$ cat src/rtl/arbitro_rr_mux_pkg.sv
// Shared types and constants for the round-robin scheduler between the
// input FIFOs (0..3) and the output FIFOs (4..7) of the switching module.
package arbitro_pkg;

  typedef enum logic [1:0] {
    RESET,
    INIT,
    IDLE,
    ACTIVE
  } state_t;

  localparam int NUM_QUEUES = 4;
  localparam int DATA_WIDTH = 10;
  localparam int CNT_WIDTH  = 5;

  // The destination output FIFO sits in the two top bits of every word.
  localparam int DEST_MSB   = DATA_WIDTH - 1;
  localparam int DEST_LSB   = DATA_WIDTH - 2;
  localparam int DEST_WIDTH = DEST_MSB - DEST_LSB + 1;

endpackage

$ cat src/rtl/arbitro_rr_mux_if.sv
// FIFO-side bundle of the scheduler: head words and flags coming in,
// one-hot pop/push strobes and the forwarded word going out.
interface arbitro_rr_mux_if
  import arbitro_pkg::*;
#(
  parameter int data_width = DATA_WIDTH
) ();

  logic [NUM_QUEUES-1:0] empty_in;
  logic [data_width-1:0] data_in0;
  logic [data_width-1:0] data_in1;
  logic [data_width-1:0] data_in2;
  logic [data_width-1:0] data_in3;
  logic [NUM_QUEUES-1:0] almost_full_out;
  logic [NUM_QUEUES-1:0] pop;
  logic [NUM_QUEUES-1:0] push;
  logic [data_width-1:0] data_out;

  modport master (
    input  empty_in,
    input  data_in0,
    input  data_in1,
    input  data_in2,
    input  data_in3,
    input  almost_full_out,
    output pop,
    output push,
    output data_out
  );

  modport slave (
    output empty_in,
    output data_in0,
    output data_in1,
    output data_in2,
    output data_in3,
    output almost_full_out,
    input  pop,
    input  push,
    input  data_out
  );

endinterface

$ cat src/rtl/arbitro_rr_mux_rr_selector.sv
// Combinational round-robin picker: first eligible queue at or after rr,
// wrapping modulo the number of queues.
module rr_selector
  import arbitro_pkg::*;
(
  input  logic [NUM_QUEUES-1:0] eligible,
  input  logic [1:0]            rr,
  output logic                  grant_valid,
  output logic [1:0]            grant_idx
);

  logic [1:0] cand;

  // Scanning from the far end means the candidate closest to rr is kept last.
  always_comb begin
    grant_valid = 1'b0;
    grant_idx   = rr;
    cand        = rr;
    for (int k = NUM_QUEUES - 1; k >= 0; k--) begin
      cand = rr + 2'(k);
      if (eligible[cand]) begin
        grant_valid = 1'b1;
        grant_idx   = cand;
      end
    end
  end

endmodule

$ cat src/rtl/arbitro_rr_mux.sv
// Round-robin scheduler moving one word per grant from FIFO0..3 to FIFO4..7,
// plus threshold configuration, IDLE flag and per-destination push counters.
module arbitro_rr_mux
  import arbitro_pkg::*;
#(
  parameter int data_width = DATA_WIDTH,
  parameter int cnt_width  = CNT_WIDTH
) (
  input  logic                 clk,
  input  logic                 reset,
  input  logic                 init,
  input  logic [2:0]           alto_in,
  input  logic [2:0]           bajo_in,
  input  logic                 req,
  input  logic [1:0]           idx,
  output logic [2:0]           alto,
  output logic [2:0]           bajo,
  output logic                 idle,
  output logic                 valid_contador,
  output logic [cnt_width-1:0] contador_out,
  arbitro_rr_mux_if.master     fifo
);

  state_t                state;
  logic [1:0]            rr;
  logic [NUM_QUEUES-1:0] pop_q;
  logic [NUM_QUEUES-1:0] push_q;
  logic [data_width-1:0] data_q;
  logic [cnt_width-1:0]  count [NUM_QUEUES];

  logic [data_width-1:0] head [NUM_QUEUES];
  logic [DEST_WIDTH-1:0] dest [NUM_QUEUES];
  logic [NUM_QUEUES-1:0] eligible;
  logic                  grant_en;
  logic                  grant_valid;
  logic [1:0]            grant_idx;

  assign head[0] = fifo.data_in0;
  assign head[1] = fifo.data_in1;
  assign head[2] = fifo.data_in2;
  assign head[3] = fifo.data_in3;

  assign fifo.pop      = pop_q;
  assign fifo.push     = push_q;
  assign fifo.data_out = data_q;

  // A pending init freezes new grants so the FSM can leave once the bus drains.
  assign grant_en = (state == ACTIVE) && !init;

  // A queue popped this cycle still shows its old empty flag, so it sits out one round.
  always_comb begin
    eligible = '0;
    for (int i = 0; i < NUM_QUEUES; i++) begin
      dest[i]     = head[i][data_width-1 -: DEST_WIDTH];
      eligible[i] = grant_en && !fifo.empty_in[i] &&
                    !fifo.almost_full_out[dest[i]] && !pop_q[i];
    end
  end

  rr_selector u_rr_selector (
    .eligible    (eligible),
    .rr          (rr),
    .grant_valid (grant_valid),
    .grant_idx   (grant_idx)
  );

  // Control FSM, registered strobes, thresholds, counters and readout port.
  always_ff @(posedge clk or negedge reset) begin
    if (!reset) begin
      state          <= RESET;
      rr             <= '0;
      pop_q          <= '0;
      push_q         <= '0;
      data_q         <= '0;
      alto           <= '0;
      bajo           <= '0;
      idle           <= 1'b0;
      valid_contador <= 1'b0;
      contador_out   <= '0;
      for (int d = 0; d < NUM_QUEUES; d++) begin
        count[d] <= '0;
      end
    end else begin
      pop_q          <= '0;
      push_q         <= '0;
      valid_contador <= 1'b0;

      for (int d = 0; d < NUM_QUEUES; d++) begin
        if (push_q[d]) begin
          count[d] <= count[d] + cnt_width'(1);
        end
      end

      case (state)
        RESET: begin
          state <= INIT;
        end

        INIT: begin
          if (init) begin
            alto <= alto_in;
            bajo <= bajo_in;
          end else begin
            state <= IDLE;
            idle  <= 1'b1;
          end
        end

        IDLE: begin
          if (req) begin
            valid_contador <= 1'b1;
            contador_out   <= count[idx];
          end
          if (init) begin
            state <= INIT;
            idle  <= 1'b0;
          end else if (fifo.empty_in != '1) begin
            state <= ACTIVE;
            idle  <= 1'b0;
          end
        end

        ACTIVE: begin
          if (init) begin
            if (pop_q == '0) begin
              state <= INIT;
            end
          end else if (grant_valid) begin
            pop_q[grant_idx]        <= 1'b1;
            push_q[dest[grant_idx]] <= 1'b1;
            data_q                  <= head[grant_idx];
            rr                      <= grant_idx + 2'd1;
          end else if ((fifo.empty_in == '1) && (pop_q == '0)) begin
            state <= IDLE;
            idle  <= 1'b1;
          end
        end

        default: begin
          state <= RESET;
        end
      endcase
    end
  end

endmodule
$ cat src/flat_wrapper.sv
// flat-port wrapper written by rule: the top's interface ports become plain ports
module arbitro_rr_mux_flat import arbitro_pkg::*;
#(
  parameter int data_width = DATA_WIDTH,
  parameter int cnt_width  = CNT_WIDTH
)
  (clk, reset, init, alto_in, bajo_in, req, idx, alto, bajo, idle, valid_contador, contador_out, fifo_empty_in, fifo_data_in0, fifo_data_in1, fifo_data_in2, fifo_data_in3, fifo_almost_full_out, fifo_pop, fifo_push, fifo_data_out);
  arbitro_rr_mux_if #(.data_width(data_width)) fifo_i ();
  input  logic clk;
  input  logic reset;
  input  logic init;
  input  logic [2:0] alto_in;
  input  logic [2:0] bajo_in;
  input  logic req;
  input  logic [1:0] idx;
  output logic [2:0] alto;
  output logic [2:0] bajo;
  output logic idle;
  output logic valid_contador;
  output logic [cnt_width-1:0] contador_out;
  input wire logic [$bits(fifo_i.empty_in)-1:0] fifo_empty_in;
  input wire logic [$bits(fifo_i.data_in0)-1:0] fifo_data_in0;
  input wire logic [$bits(fifo_i.data_in1)-1:0] fifo_data_in1;
  input wire logic [$bits(fifo_i.data_in2)-1:0] fifo_data_in2;
  input wire logic [$bits(fifo_i.data_in3)-1:0] fifo_data_in3;
  input wire logic [$bits(fifo_i.almost_full_out)-1:0] fifo_almost_full_out;
  output wire logic [$bits(fifo_i.pop)-1:0] fifo_pop;
  output wire logic [$bits(fifo_i.push)-1:0] fifo_push;
  output wire logic [$bits(fifo_i.data_out)-1:0] fifo_data_out;
  assign fifo_i.empty_in = fifo_empty_in;
  assign fifo_i.data_in0 = fifo_data_in0;
  assign fifo_i.data_in1 = fifo_data_in1;
  assign fifo_i.data_in2 = fifo_data_in2;
  assign fifo_i.data_in3 = fifo_data_in3;
  assign fifo_i.almost_full_out = fifo_almost_full_out;
  assign fifo_pop = fifo_i.pop;
  assign fifo_push = fifo_i.push;
  assign fifo_data_out = fifo_i.data_out;
  arbitro_rr_mux #(.data_width(data_width), .cnt_width(cnt_width)) u_core (.clk(clk), .reset(reset), .init(init), .alto_in(alto_in), .bajo_in(bajo_in), .req(req), .idx(idx), .alto(alto), .bajo(bajo), .idle(idle), .valid_contador(valid_contador), .contador_out(contador_out), .fifo(fifo_i));
endmodule
$ cat config.mk
export PLATFORM = sky130hd
export DESIGN_NAME = arbitro_rr_mux_flat
export DESIGN_NICKNAME = d
export VERILOG_FILES = /design/src/rtl/arbitro_rr_mux_pkg.sv /design/src/rtl/arbitro_rr_mux_if.sv /design/src/rtl/arbitro_rr_mux_rr_selector.sv /design/src/rtl/arbitro_rr_mux.sv /design/src/flat_wrapper.sv
export SDC_FILE = /design/constraint.sdc
export NUM_CORES = 1
export LEC_CHECK = 0
export ABC_AREA = 1
export CORE_UTILIZATION = 52
export CTS_BUF_LIST = sky130_fd_sc_hd__clkbuf_4 sky130_fd_sc_hd__clkbuf_8
export CTS_CLUSTER_SIZE = 16
export DETAILED_ROUTE_END_ITERATION = 10
export PLACE_DENSITY = 0.93
export SETUP_SLACK_MARGIN = 0.2
export SKIP_LAST_GASP = 1
export SLEW_MARGIN = 20
export SYNTH_ARGS = -nofsm -noshare
export SYNTH_HDL_FRONTEND = slang
export SYNTH_SLANG_ARGS = --single-unit
export TNS_END_PERCENT = 30
$ cat constraint.sdc
create_clock -name clk -period 4.1 [get_ports clk]
set_input_delay 0.82 -clock clk [delete_from_list [all_inputs] [get_ports clk]]
set_output_delay 0.82 -clock clk [all_outputs]
set_load 0.005 [all_outputs]
# Word-level counts from Yosys, hierarchy flattened
# Cells that the tools add are included.
dict set report totals {
  regBits 55
  in_bits 60
  output_inout_bits 31
  word_cells 149
}
dict set report classes {
  n_addsub 8
  order_cmp 14
  eq_ne 13
  mux 60
  n_bitwise 3
  n_reduce_logical 37
}
# op n
set ops {}
lappend ops {{< comparator 2 x 3 -> 1 bit, second input constant} 10}
lappend ops {{two-way mux 2 bit} 13}
lappend ops {{two-way mux 4 bit} 6}
lappend ops {{two-way mux 1 bit} 22}
lappend ops {{adder 5 x 1 -> 5 bit, second input constant} 4}
lappend ops {{binary-select mux 10 bit (select 2 bit)} 1}
lappend ops {{two-way mux 10 bit} 2}
lappend ops {{binary-select mux 1 bit (select 2 bit)} 8}
lappend ops {{logical AND 1 bit} 16}
lappend ops {{logical NOT 1 bit} 13}
lappend ops {{binary-select mux 5 bit (select 2 bit)} 1}
lappend ops {{two-way mux 5 bit} 2}
lappend ops {{!= test 3 bit, second input constant} 3}
lappend ops {{!= test 2 bit, second input constant} 4}
lappend ops {{case mux 2 bit (4 select lines)} 1}
lappend ops {{>= comparator 3 bit, second input constant} 2}
lappend ops {{inverter 2 -> 3 bit} 2}
lappend ops {{AND reduction 6 bit} 1}
lappend ops {{AND reduction 5 bit} 1}
lappend ops {{adder 2 x 1 -> 2 bit, second input constant} 2}
lappend ops {{adder 2 bit, second input constant} 2}
lappend ops {{binary-select mux 2 bit (select 2 bit)} 1}
lappend ops {{demux 1 bit (select 2 bit)} 2}
lappend ops {{== test 2 bit, second input constant} 2}
lappend ops {{12 further kinds} 14}

# Logic depth before layout (Yosys ltp)
# Gate-level depths: netlist of the first run.
dict set report logic_depth {
  depth_word 22
  depth_mapped 18
}

# Cells and area by module
# A second synthesis of the first run with hierarchy kept.
dict set report unflattened {
  cells_unflattened 404
  hier_area_um2 3135.5
}
# module n_inst cells_each area_each_um2
set by_module_without_submodules {}
lappend by_module_without_submodules {arbitro_rr_mux 1 351 2901.5}
lappend by_module_without_submodules {rr_selector 1 53 234.0}

# Least setup slack after synthesis of the first run
# Ideal clock, no wire load.
dict set report synth_timing {
  path_kind {input to register}
  startpoint {input port fifo_empty_in[0]}
  endpoint {register u_core.rr[1]}
  setup_time_ns 0.083
  t_arrival_ns 2.381
  setup_slack_ns 1.637
  stages 16
  path_cell_list {or2_1 nor2_1 nand3_1 nand2_1 nand3_1 nand2_1 inv_2 nand2_2 nand2_2 nand2_2 nand2_4 nand2_4 buf_6 inv_2 ha_1 o21ai_0}
}
dict set report synth_via {
  elab_chain_cells 11
  word_cells_on_any_way 22
  cone_classes {1 x add/sub; 16 x mux; 5 x reduce/logical}
}
# item line
set synth_lines {}
lappend synth_lines {{from (decl)} flat_wrapper.sv:21} ;# input wire logic [$bits(fifo_i.empty_in)-1:0] fifo_empty_in;
lappend synth_lines {{logical NOT 1 bit (*)} arbitro_rr_mux.sv:55} ;# eligible[i] = grant_en && !fifo.empty_in[i] &&
lappend synth_lines {{logical AND 1 bit (*) (2 in series)} arbitro_rr_mux.sv:55}
lappend synth_lines {{logical AND 1 bit (*)} arbitro_rr_mux.sv:56} ;# !fifo.almost_full_out[dest[i]] && !pop_q[i];
lappend synth_lines {{binary-select mux 1 bit (select 2 bit)} arbitro_rr_mux_rr_selector.sv:21} ;# if (eligible[cand]) begin
lappend synth_lines {{two-way mux 1 bit (implied by the code)} arbitro_rr_mux_rr_selector.sv:21}
lappend synth_lines {{two-way mux 2 bit or two-way mux 1 bit (tied branches) (4 in series)} arbitro_rr_mux_rr_selector.sv:21}
lappend synth_lines {{adder 2 x 1 -> 2 bit or AND reduction 3 bit (tied branches)} --}
lappend synth_lines {{to (signal assigned)} arbitro_rr_mux.sv:132} ;# rr <= grant_idx + 2'd1;
lappend synth_lines {{to (decl)} arbitro_rr_mux.sv:25} ;# logic [1:0] rr;
# Every way passes the cells marked *; elsewhere a longest branch is shown, timed or not. The select of a mux whose other input is x is not followed.
# A chain may end at the register's enable or synchronous reset.

# Worst setup path after layout of the first run
dict set report layout_timing {
  startpoint {input port init}
  endpoint {register u_core.rr[1]}
}
dict set report layout_via {
  elab_chain_cells 12
  word_cells_on_any_way 33
  cone_classes {1 x add/sub; 16 x mux; 1 x bitwise; 15 x reduce/logical}
}
# item line
set layout_lines {}
lappend layout_lines {{from (decl)} flat_wrapper.sv:11} ;# input logic init;
lappend layout_lines {{logical NOT 1 bit} arbitro_rr_mux.sv:48} ;# assign grant_en = (state == ACTIVE) && !init;
lappend layout_lines {{logical AND 1 bit} arbitro_rr_mux.sv:48}
lappend layout_lines {{logical AND 1 bit (2 in series)} arbitro_rr_mux.sv:55}
lappend layout_lines {{logical AND 1 bit} arbitro_rr_mux.sv:56}
lappend layout_lines {{binary-select mux 1 bit (select 2 bit)} arbitro_rr_mux_rr_selector.sv:21}
lappend layout_lines {{two-way mux 1 bit (implied by the code)} arbitro_rr_mux_rr_selector.sv:21}
lappend layout_lines {{two-way mux 2 bit or two-way mux 1 bit (tied branches) (4 in series)} arbitro_rr_mux_rr_selector.sv:21}
lappend layout_lines {{adder 2 x 1 -> 2 bit or AND reduction 3 bit (tied branches)} --}
# Several ways; a longest one is shown, not always the timed one. The select of a mux whose other input is x is not followed.

==> results of run 1 <==
[flip-flops by register name (all words and copies together), names as in the netlist]
| register | cells |
|---|---|
| u_core.alto | 3 |
| u_core.fifo.push | 4 |
| u_core.bajo | 3 |
| u_core.fifo.pop | 4 |
| u_core.count | 20 |
| u_core.idle | 1 |
| u_core.fifo.data_out | 10 |
| u_core.state | 2 |
| u_core.valid_contador | 1 |
| u_core.contador_out | 5 |
| u_core.rr | 2 |
[cell families (layout without fill, tap and decap cells)]
group | count (synthesis) | count (layout) | synth area share [%]
compound gates | 34 | 34 | 5.834
xor+xnor | 17 | 17 | 4.894
fa+ha+maj | 6 | 6 | 2.349
flops | 55 | 55 | 43.07
buf+inv | 64 | 151 | 8.809
mux | 6 | 6 | 2.114
simple gates | 231 | 231 | 32.93
[routing by layer]
| metal | routed length [um] | vias up |
|---|---|---|
| li1 | - | 1507 |
| met1 | 3154 | 1433 |
| met2 | 4007 | 155 |
| met3 | 543 | 22 |
| met5 | 0 | - |
| met4 | 202 | 0 |
[cells in the final DEF, fill, tap and decap left out, types with 5 or more instances in the layout]
cell               n
nand2_1          110
clkdlybuf4s50_1   89
nand3_1           73
dfrtp_1           55
inv_1             47
nor2_1            22
o21ai_0           21
xor2_1            11
a21oi_1            7
nand4_1            7
nand2_2            6
mux2_2             6
ha_1               6
inv_2              5
xnor2_1            5
clkbuf_8           5
[worst paths after layout]
path	slack (ps)	end	cells after the start
max	920	u_core.rr[1]	15
min in group clk	480	u_core.bajo[2]	2
min reg2reg	480	u_core.bajo[2]	2
max in group asynchronous	2880	u_core.rr[0]	2
min	440	u_core.count[14]	1
max reg2reg	1540	u_core.rr[1]	13
[cell usage after synthesis (2+ instances only)]
cell type    n  area (um2)
a21oi_1      7       35.03
buf_2        3       15.01
buf_4        3       22.52
buf_6        2       22.52
clkbuf_1     3       11.26
dfrtp_1     55        1376
ha_1         6       75.07
inv_1       47       176.4
inv_2        5       18.77
mux2_2       6       67.56
nand2_1    110       412.9
nand2_2      6       37.54
nand2_4      2       22.52
nand3_1     73       365.4
nand3_2      3       30.03
nand4_1      7       43.79
nor2_1      22       82.58
nor3_1       3       15.01
nor4_1       3       18.77
o21ai_0     21       105.1
o21ai_2      2       17.52
xnor2_1      5       43.79
xor2_1      11       96.34
[area by class of cell]
cell class	count	area [um2]
Clock buffer	6	76.32
Clock inverter	2	12.51
Tap cell	75	93.84
Timing Repair Buffer	91	903.4
Multi-Input combinational cell	294	1538
Fill cell	447	1725
Sequential cell	55	1376
Inverter	52	195.2
[power breakdown]
| part | switching, uW | internal [uW] | total, uW |
|---|---|---|---|
| sequential | 238 | 827 | 1070 |
| combinational | 1430 | 905 | 2330 |
| clock | 167 | 126 | 294 |
[critical path, delay by kind of cell]
kind / cells / cell delay [ps]
simple gates: 8 / 1230
buf+inv: 4 / 700
compound gates: 2 / 350
fa+ha+maj: 1 / 290
[metrics by stage]
stage	utilization (%)	hold WS, ps
3_3_place_gp	69.36	453.4
6_report	70.86	438.1
3_5_place_dp	69.36	457.9
2_1_floorplan	-	436.5
4_1_cts	70.86	449.8
5_1_grt	70.86	482.1
==> qor.csv, run 1 <==
stage;metric;value;unit
worst_setup_path;required;4320;ps
worst_hold_path;min_path_type;in -> async;
die;pin_count;91;
clocking;cts.sinks;55;
synth;synth_cells;413;
global_routing;grt_pass1_wl;12720;um
worst_setup_path;crit_path_end_kind;flip-flop;
clocking;cts_tree;built;
drt;drt_wl_total;7907;um
worst_setup_path;rr_startpoint;u_core.state[0];
synth;postSynth.asyncResetShare;100.0;%
sta;rsz0062_at_grt;false;
worst_setup_path;startpoint_type;input pin;
status;outcome;complete, no violations;
clocking;root_buffer;clkbuf_8;
synth;synth_flop_cell;dfrtp_1;
worst_setup_path;path_max_fanout;24;
sta;worstMarginPinSlew;535.0;ps
pwr;peakVddDrop;0.4744;mV
global_routing;antenna_found_initial;0;
die;die_w;80.39;um
finish;area_growth;31.28;%
worst_setup_path;arrival;3390;ps
die;core_region_area;0.005921;mm2
clocking;htree_levels;2;
worst_setup_path;worstPathCellList;clkdlybuf4s50_1 -> inv_2 -> nand3_2 -> nor2_1 -> nand3_1 -> nand2_1 -> nand2_2 -> o21ai_2 -> inv_2 -> nand2_2 -> nand3_4 -> nand2_4 -> inv_2 -> ha_1 -> o21ai_0;
synth;yosysWarnings;0;
global_routing;grt_pass1_vias;2902;
place;portBuffers;90;
synth;ys_seq_area_share;43.07;%
synth;mappedNetlistArea;0.003196;mm2
drt;dr_total_vias;3117;
clocking;cts_resized;0;
synth;synth_area_per_cell;7.737;um2
flow_run;drv_cap;0;
clocking;insertion_delay;310;ps
sta;skew;15.28;ps
finish;antennaDiodeCount;0;
sta;final.setup.worst_slack;924.0;ps
global_routing;use_met2;45.00;%
finish;drive_gt1_share;7.200;%
worst_setup_path;slowest_stage;clkdlybuf4s50_1;
sta;finalMaxSlewViolations;0;
place;gp_congestion;1.010;
sta;fmax;0.3149;GHz
drt;vias_per_cell;5.421;
pwr;total_power;3694;uW
place;place_hpwl;6023;um
drt;drt-pass1-iter-count;5;
clocking;ctsHoldBuffers;0;
pwr;p_per_area;880.5;mW/mm2
worst_setup_path;critPathKind;in -> reg;
drt;drt-initial-drc-count;180;
global_routing;overflow;0;
pwr;leakage;0.002029;uW
place;dpl-instance-area;0.004106;mm2
sta;fin_setup_tns;0;ps
place;place_ws;628.0;ps
global_routing;met1_usage;30.28;%
worst_setup_path;startpoint;init;
worst_setup_path;cp_slowest_stage_delay;460;ps
clocking;post_cts_buffers;0;
worst_setup_path;cp_common_cell;inv_2;
finish;nets;565;
finish;finalNonFillerCells;575;
global_routing;grt_util_all_layers;25.37;%
clocking;cts_buffers;5;
sta;timing.final.hold_violations;0;
clocking;cts.clk_slew.worst_paths;90;ps
global_routing;grt.met3_usage;4.318;%
sta;min_period;3176;ps
drt;wl_per_cell;13.75;um
finish;stdcell_area;0.004195;mm2
synth;synth_nets;479;
global_routing;grt_start_max_net_pins;37;
die;start_util;53.97;%
synth;synth.distinct_cells;31;
synth;synth_edf_count;0;
global_routing;grt.busiest_layer;met2;
die;dieArea;0.006463;mm2
sta;relSlewSlack;64.20;%
place;placedCellCount;567;
die;rows;28;
drt;drc;0;
drt;drtAntennaViolNets;0;
clocking;clk_path_buf_depth;2;
die;dieHeight;80.39;um
sta;setup_viol;0;
sta;period_share;77.46;%
synth;ys_ff_latch;55;
Note: power is estimated with default switching activity, not from simulation.
==> run 2: changes to the inputs <==
CORE_UTILIZATION = 50   (was 52)
PLACE_DENSITY = 0.9   (was 0.93)
clock period = 3.1 ns   (was 4.1 ns; I/O delays follow)
==> run 2 against run 1 <==
Die area up 3.9%. Clock power increased by 64%. Cell count is 0.87% higher. Critical path depth rose by 3. First-iteration DRC count shrank 29%. Sequential cell count is the same. Sequential share of layout area down 0.56 points. Combinational power grew 36%. Worst hold slack got worse by 110 ps. Power grew 37%. Final area up 1.7%.
==> qor.csv, run 2 (same netlist as run 1, synthesis figures left out) <==
stage;metric;value;unit;change
status;outcome;complete, no violations;;
clocking;cts.sinks;55;;unchanged
finish;multiInputGateArea;0.001546;mm2;+0.57%
flow_run;drv_cap;0;;unchanged
drt;wl_per_cell;13.28;um;-3.4%
die;pin_count;91;;unchanged
global_routing;grt_start_max_net_pins;30;;-19%
drt;drc;0;;unchanged
pwr;p_comb_share;62.6;%;-0.6 points
global_routing;grt_pass1_vias;2935;;+1.1%
finish;finalNonFillerCells;580;;+0.87%
sta;period_share;87.67;%;
clocking;htree_levels;2;;unchanged
finish;antennaDiodeCount;0;;unchanged
finish;final_common_cell;nand2_1;;
die;rows;28;;unchanged
worst_setup_path;arrival;2920;ps;-470 ps
clocking;root_buffer;clkbuf_8;;
sta;min_period;2718;ps;
global_routing;overflow;0;;unchanged
sta;fin_setup_tns;0;ps;unchanged
clocking;ctsHoldBuffers;0;;unchanged
clocking;cts.clk_slew.worst_paths;100;ps;about the same
finish;largest_register_ffs;20;;unchanged
finish;stdcell_area;0.004268;mm2;+1.7%
global_routing;grt_pass1_wl;12700;um;-0.21%
clocking;cts_tree;built;;
finish;drive_gt1_share;8.119;%;+0.92 points
place;dpl-instance-area;0.004144;mm2;+0.91%
sta;finalMaxSlewViolations;0;;unchanged
drt;drt-pass1-iter-count;4;;-1
place;place_hpwl;5987;um;-0.60%
pwr;leakage;0.002068;uW;+1.9%
pwr;internal_power;2641;uW;+42%
drt;drtAntennaViolNets;0;;unchanged
drt;drt_wl_total;7701;um;-2.6%
clocking;cts_buffers;5;;unchanged
sta;relSlewSlack;56.44;%;-7.8 points
die;dieHeight;81.95;um;+1.9%
sta;fmax;0.3680;GHz;
pwr;peakVddDrop;0.8261;mV;+74%
pwr;p_per_area;1182;mW/mm2;+34%
worst_setup_path;critPathKind;in -> reg;;
sta;timing.final.hold_violations;0;;unchanged
clocking;insertion_delay;310;ps;about the same
global_routing;grt_util_all_layers;24.56;%;-0.81 points
finish;area_growth;33.56;%;
worst_setup_path;startpoint_type;input pin;;
sta;rsz0062_at_grt;true;;
drt;drt-initial-drc-count;127;;-29%
finish;register_area;0.001376;mm2;unchanged
finish;fin_util;70.83;%;about the same
pwr;clkPwrFrac;9.6;%;+1.6 points
place;placedCellCount;572;;+0.88%
worst_setup_path;path_max_fanout;22;;-8.3%
finish;nets;570;;+0.88%
finish;top_register;u_core.count;;
finish;fill_cells;475;;+6.3%
die;dieArea;0.006715;mm2;+3.9%
worst_hold_path;min_path_type;in -> async;;
die;start_util;53.03;%;-0.94 points
pwr;swShare;47.65;%;-2.0 points
place;gp_congestion;0.8852;;-12%
sta;setup_viol;0;;unchanged
pwr;switching_power;2403;uW;+31%
drt;vias_per_cell;5.272;;-2.7%
global_routing;antenna_found_initial;0;;unchanged
die;core_region_area;0.006026;mm2;+1.8%
sta;skew;12.71;ps;-2.564 ps
pwr;pwr-share-seq;27.8;%;-1.0 points
pwr;total_power;5044;uW;+37%
worst_setup_path;required;3300;ps;-1020 ps
die;die_w;81.95;um;+1.9%
worst_setup_path;crit_path_end_kind;flip-flop;;
finish;final_cell_mix;110 x nand2_1, 89 x clkdlybuf4s50_1, 73 x nand3_1, 55 x dfrtp_1, 47 x inv_1;;
place;portBuffers;90;;unchanged
drt;dr_total_vias;3058;;-1.9%
clocking;clk_path_buf_depth;2;;unchanged
sta;worstMarginPinSlew;653.4;ps;+118.5 ps
[run 2: changes by cell type in the layout (fill, tap and decap cells not counted)]
cell	previous run	this run
buf_4	1	6
inv_6	0	1
clkinvlp_4	1	0
nand2_8	0	1
nand2_4	2	1
clkinv_2	1	0
bufinv_16	0	1
[run 2: power groups by stage]
stage | registers, uW | clock network (uW) | logic, uW
floorplan | 1340 | 0 | 2280
global placement | 1400 | 0 | 2960
detailed placement | 1410 | 0 | 3110
CTS | 1400 | 495 | 3130
global route | 1450 | 521 | 3610
finish | 1400 | 483 | 3160
[run 2: worst max-delay path, cell delays in order]
cell	delay, ps
clkdlybuf4s50_1	450
inv_2	110
nand3_2	90
nor2_1	160
nand3_1	140
nand2_1	100
nand2_2	80
o21ai_2	170
inv_2	50
nand2_2	100
nand2_2	80
nand2_4	90
buf_4	250
nand3_1	120
nand3_1	100
nand2_1	80
nand2_1	60
nand2_1	60
[run 2: through the flow]
stage / setup slack (ps) / hold slack, ps
floorplan: 836.5 / 324.4
global placement: 218.6 / 453.3
detailed placement: 59.27 / 462.0
CTS: 382.5 / 341.6
global route: 167.3 / 361.9
finish: 382.3 / 328.5
[run 2: final timing paths]
kind | from | to | slack, ps | cells past startpoint
hold reg to reg | u_core.count[4] | u_core.count[4] | 480 | 1
min in group clk | u_core.count[4] | u_core.count[4] | 480 | 1
setup / recovery | init | u_core.fifo.data_out[9] | 380 | 18
setup reg to reg | u_core.state[0] | u_core.fifo.data_out[9] | 740 | 16
hold / removal | reset | u_core.alto[0] | 330 | 1
max in group asynchronous | reset | u_core.fifo.data_out[3] | 2120 | 2
[run 2: what timing repair did]
action	CTS	global route
endpoints found under the hold margin	0	0
gates resized for setup	0	1
endpoints found under the setup margin	0	2
buffers inserted	0	0
[run 2: area by class of cell]
class                           count  share of cell area (%)
Clock buffer                        6                   1.788
Clock inverter                      2                  0.9088
Inverter                           52                   4.573
Multi-Input combinational cell    294                   36.24
Sequential cell                    55                   32.25
Tap cell                           75                   2.199
Timing Repair Buffer               96                   22.05
[run 2: layer usage]
layer / up-vias / track usage (%) / share of wire (%)
met4: 0 / 7.193 / 1.3
met5: - / 0 / 0
li1: 1510 / - / -
met1: 1398 / 30.22 / 41
met2: 137 / 44.71 / 51
met3: 13 / 2.778 / 6.5
